### src/rtl/period_meter.sv
// rtl/period_meter.sv - averaged period / high-time meter for an asynchronous input
//
// Measures the period and high time of sig_in in clk cycles, averaged over
// 2**AVG_LOG2 consecutive periods, with a no-edge timeout.
//
// Ports:
//   clk        in   1      single clock, posedge
//   rst        in   1      asynchronous active-high reset
//   en         in   1      measurement enable
//   sig_in     in   1      asynchronous signal under measurement
//   period     out  CNT_W  averaged period in clk cycles
//   high_time  out  CNT_W  averaged high time in clk cycles
//   valid      out  1      one-cycle pulse when period/high_time update
//   timeout    out  1      one-cycle pulse when no rising edge for 2**CNT_W-1 cycles
//   busy       out  1      high while arming or measuring
module period_meter #(
    parameter int CNT_W    = 16,
    parameter int AVG_LOG2 = 2
) (
    input  logic             clk,
    input  logic             rst,
    input  logic             en,
    input  logic             sig_in,
    output logic [CNT_W-1:0] period,
    output logic [CNT_W-1:0] high_time,
    output logic             valid,
    output logic             timeout,
    output logic             busy
);

    localparam int ACC_W = CNT_W + AVG_LOG2;
    // n needs at least one bit even when no averaging is done
    localparam int N_W   = (AVG_LOG2 > 0) ? AVG_LOG2 : 1;
    localparam int NUM   = 1 << AVG_LOG2;
    localparam logic [N_W-1:0] N_LAST = N_W'(NUM - 1);

    typedef enum logic [1:0] {
        S_IDLE,
        S_ARM,
        S_MEAS
    } state_t;

    state_t state, state_next;

    logic             s1, s2, s3;
    logic             rise;
    logic [CNT_W-1:0] cnt, hcnt;
    logic [ACC_W-1:0] acc_p, acc_h;
    logic [ACC_W-1:0] sum_p, sum_h;
    logic [N_W-1:0]   n;
    logic             cnt_max;
    logic             window_done;
    logic             timeout_hit;

    // two-flop synchronizer plus one delay flop for edge detection
    always_ff @(posedge clk or posedge rst) begin
        if (rst) begin
            s1 <= 1'b0;
            s2 <= 1'b0;
            s3 <= 1'b0;
        end else begin
            s1 <= sig_in;
            s2 <= s1;
            s3 <= s2;
        end
    end

    assign rise    = s2 & ~s3;
    assign cnt_max = &cnt;

    // the closing sample is added here so the result includes the current rise
    assign sum_p = acc_p + ACC_W'(cnt);
    assign sum_h = acc_h + ACC_W'(hcnt);

    always_ff @(posedge clk or posedge rst) begin
        if (rst) begin
            state <= S_IDLE;
        end else begin
            state <= state_next;
        end
    end

    always_comb begin
        state_next = state;
        case (state)
            S_IDLE: if (en) state_next = S_ARM;
            S_ARM: begin
                if (!en)       state_next = S_IDLE;
                else if (rise) state_next = S_MEAS;
            end
            S_MEAS: begin
                if (!en)                  state_next = S_IDLE;
                else if (!rise && cnt_max) state_next = S_ARM;
            end
            default: state_next = S_IDLE;
        endcase
    end

    always_comb begin
        busy        = (state == S_ARM) || (state == S_MEAS);
        window_done = (state == S_MEAS) && en && rise && (n == N_LAST);
        // a rise in the same cycle takes priority over the timeout
        timeout_hit = (state == S_MEAS) && en && !rise && cnt_max;
    end

    always_ff @(posedge clk or posedge rst) begin
        if (rst) begin
            cnt       <= '0;
            hcnt      <= '0;
            acc_p     <= '0;
            acc_h     <= '0;
            n         <= '0;
            period    <= '0;
            high_time <= '0;
            valid     <= 1'b0;
            timeout   <= 1'b0;
        end else begin
            valid   <= window_done;
            timeout <= timeout_hit;
            case (state)
                S_IDLE: begin
                    cnt   <= '0;
                    hcnt  <= '0;
                    acc_p <= '0;
                    acc_h <= '0;
                    n     <= '0;
                end
                S_ARM: begin
                    if (en && rise) begin
                        cnt   <= CNT_W'(1);
                        hcnt  <= CNT_W'(1);
                        acc_p <= '0;
                        acc_h <= '0;
                        n     <= '0;
                    end
                end
                S_MEAS: begin
                    if (en) begin
                        if (rise) begin
                            cnt  <= CNT_W'(1);
                            hcnt <= CNT_W'(1);
                            if (n == N_LAST) begin
                                period    <= sum_p[AVG_LOG2 +: CNT_W];
                                high_time <= sum_h[AVG_LOG2 +: CNT_W];
                                acc_p     <= '0;
                                acc_h     <= '0;
                                n         <= '0;
                            end else begin
                                acc_p <= sum_p;
                                acc_h <= sum_h;
                                n     <= n + N_W'(1);
                            end
                        end else if (!cnt_max) begin
                            cnt  <= cnt + CNT_W'(1);
                            hcnt <= hcnt + CNT_W'(s2);
                        end
                    end
                end
                default: ;
            endcase
        end
    end

endmodule

### config.mk
export PLATFORM = sky130hd
export DESIGN_NAME = period_meter
export DESIGN_NICKNAME = d
export VERILOG_FILES = /design/src/rtl/period_meter.sv
export SDC_FILE = /design/constraint.sdc
export NUM_CORES = 1
export LEC_CHECK = 0
export CORE_AREA = 4 4 142 144
export CTS_CLUSTER_SIZE = 28
export DETAILED_ROUTE_END_ITERATION = 16
export DIE_AREA = 0 0 146 148
export PLACE_DENSITY_LB_ADDON = 0.12
export SLEW_MARGIN = 20
export SYNTH_ARGS = -nofsm -noshare
export SYNTH_HDL_FRONTEND = slang
export SYNTH_SLANG_ARGS = --single-unit
export TNS_END_PERCENT = 10
### constraint.sdc
create_clock -name clk -period 4.61 [get_ports clk]
set_clock_uncertainty 0.2 [all_clocks]
set_input_delay 0.6915 -clock clk [delete_from_list [all_inputs] [get_ports clk]]
set_output_delay 0.6915 -clock clk [all_outputs]
set_load 0.1 [all_outputs]
==> metrics.txt <==
Syn Area/Cell=9.50 um^2; Leak=0.00333 uW; switching power share of the total=31.8%; Vias=5296; initial antenna violation count=0; Antenna Nets Post-Route=0; Comb pwr share=19.3%; number of CTS-inserted buffers=9; Post-synth ARST share=100%; maximum fanout along the worst path=5; effective utilization at floorplan=34.8%; setup bufs post-CTS=0; WL/cell=17.0 um; R2R depth=7; Worst Hold Margin=155 ps; Hold/Removal Path Class=flop to flop; Mapped Cells=686; Worst setup EP type=output pin; post-synth net total=732; sw power=733 uW; DIE HEIGHT=148 um; pwr dens=310 nW/um^2; part of the cycle the worst path needs=70.7%; worst endpoint data arrival time=2370 ps; reg2reg end=cnt[12]; share of cells above drive strength 1=9.62%; max-capacitance violation count=0; Netlist cell types=64; Primary FF master, synth=dfrtp_1; number of synthesized register bits=109; number of port buffers=38; Fmax=307 MHz; relative slew slack=33.5%; Synth Warn #=0; Post-CTS Resized=0; estimated wirelength of the detail-placed design=11.0 mm; routed wire length=16.2 mm; n_diodes=0; beginning of the critical path=state[1]; clk slew on worst S/H paths=70 ps; RSZ-0062 raised after global routing=no; endpoints failing setup=0; sequential fraction of the synthesis area=41.9%; area delta synth->final=14.1%; largest net degree at the start of global routing=57; Die W=146 um; Max Slew Vio Count=0; run status=finished, final reports clean; Core Box Area=18700 um^2; first-pass GRT wire length=27.7 mm; root buf cell=clkbuf_16; Req. time, crit path=3720 ps; via/cell ratio=5.57; setup TNS=0 ps; insertion delay to the later sink of the worst-skew pair=360 ps; drt pass-1 iters=4; total chip power=2300 uW; r2r setup slk=1670 ps; clock tree buffer depth=2; final net count=758; path type of the worst setup path=flop to output pin; CTS tree=done; I/O pin total=39; EDFF count, synth=0; H-tree Lvls=3; maximum vdd ir drop=0.000180 V; Internal=1570 uW; cell area after synthesis=6510 um^2; clock sinks=109; Worst-Margin Slew=994 ps; vias in the first global route=5416; number of remaining DRC errors=0; Reg power frac=42.8%; Tot GR Track Use=15.5%; grt ovf=0; die footprint=21600 um^2; GP Congestion=0.884; Final min period=3260 ps; DRT iter0 DRCs=252; # hold bufs at CTS=0; Clock power frac=37.9%; Final Hold Vio Count=0; Site Rows=50; critical path capture point=busy; Startpoint Class=flop; worst r2r src=cnt[1]
-- placed cells by master, fill, tap and decap left out, types with 9 or more instances in the layout --
| cell type | instances |
|---|---|
| clkbuf_16 | 9 |
| a31oi_1 | 13 |
| o21ai_1 | 17 |
| nand2b_1 | 10 |
| mux2_2 | 12 |
| inv_1 | 13 |
| and3_1 | 14 |
| nand2_1 | 87 |
| ha_1 | 40 |
| nor2_1 | 45 |
| a21oi_1 | 29 |
| nor3_1 | 11 |
| xnor2_1 | 21 |
| a22o_1 | 26 |
| dfrtp_1 | 109 |
| nand3_1 | 24 |
| clkdlybuf4s50_1 | 38 |
| o31ai_2 | 14 |
| a21o_1 | 9 |
| o21ai_0 | 64 |
-- synthesized netlist by cell type, types with 11 or more instances --
master | instances | area, um^2
nand3_1 | 24 | 120
nand2_1 | 88 | 330
o21ai_0 | 64 | 320
o21ai_1 | 17 | 85.1
inv_1 | 14 | 52.6
xnor2_1 | 21 | 184
o31ai_2 | 14 | 175
ha_1 | 40 | 500
a21oi_1 | 29 | 145
nor3_1 | 11 | 55.1
clkbuf_1 | 23 | 86.3
a22o_1 | 26 | 228
nor2_1 | 45 | 169
and3_1 | 14 | 87.6
mux2_2 | 12 | 135
dfrtp_1 | 109 | 2730
a31oi_1 | 13 | 81.3
-- sequential cells by signal, summed over array words and instances (netlist names) --
name / cells
timeout: 1
n: 2
period: 16
s2: 1
s3: 1
cnt: 16
valid: 1
s1: 1
acc_p: 18
high_time: 16
acc_h: 18
hcnt: 16
state: 2
-- area by class of cell --
type | instances | area (um^2)
Tap cell | 234 | 293
Multi-Input combinational cell | 532 | 3600
Inverter | 15 | 58.8
Clock buffer | 12 | 256
Timing Repair Buffer | 45 | 433
Fill cell | 1832 | 11300
Sequential cell | 109 | 2730
Clock inverter | 4 | 70.1
-- power by group through the flow --
stage               clock network [uW]  logic (uW)  registers (uW)
finish                             872         446             986
CTS                                900         453             986
floorplan                            0         339            1000
global route                       937         494             988
detailed placement                   0         453            1000
global placement                     0         447            1000
-- worst max-delay path: stages (launching register included) --
cell and delay, ps:
dfrtp_1 390, inv_1 80, ha_1 370, clkdlybuf4s50_1 1170
-- worst min-delay path by stage --
stage	to	cells past startpoint	start
final	s2	0	s1
after global routing	s2	0	s1
after CTS	s2	0	s1
after detailed placement	s2	0	s1
after global placement	s2	0	s1
after floorplan	s2	0	s1
-- cells by family after synthesis --
family,after synthesis,share of synthesized area [%]
AO/OA/AOI/OAI,229,24.9
XOR/XNOR,24,3.23
adder cells (fa/ha/maj),42,8.30
buffers and inverters,45,3.05
flip-flops,109,41.9
multiplexers,14,2.38
AND/OR/NAND/NOR,223,16.3
-- per-stage QoR --
stage | cells | setup slack [ps] | cell area, um^2 | utilization (%)
after floorplan | 686 | 845 | 6520 | -
after global placement | 935 | 1510 | 7110 | 38.0
after detailed placement | 935 | 1450 | 7110 | 38.0
after CTS | 951 | 1330 | 7440 | 39.8
after global routing | 951 | 1270 | 7440 | 39.8
final | 951 | 1350 | 7440 | 39.8
-- per-layer routing --
layer | track usage [%] | routed length [um] | vias up
met5 | 0 | 0 | -
met4 | 4.80 | 250 | 0
met3 | 3.16 | 486 | 20
met2 | 26.3 | 7800 | 93
met1 | 20.1 | 7640 | 2598
li1 | - | - | 2585
No activity file was read; power rests on OpenSTA's default activity.
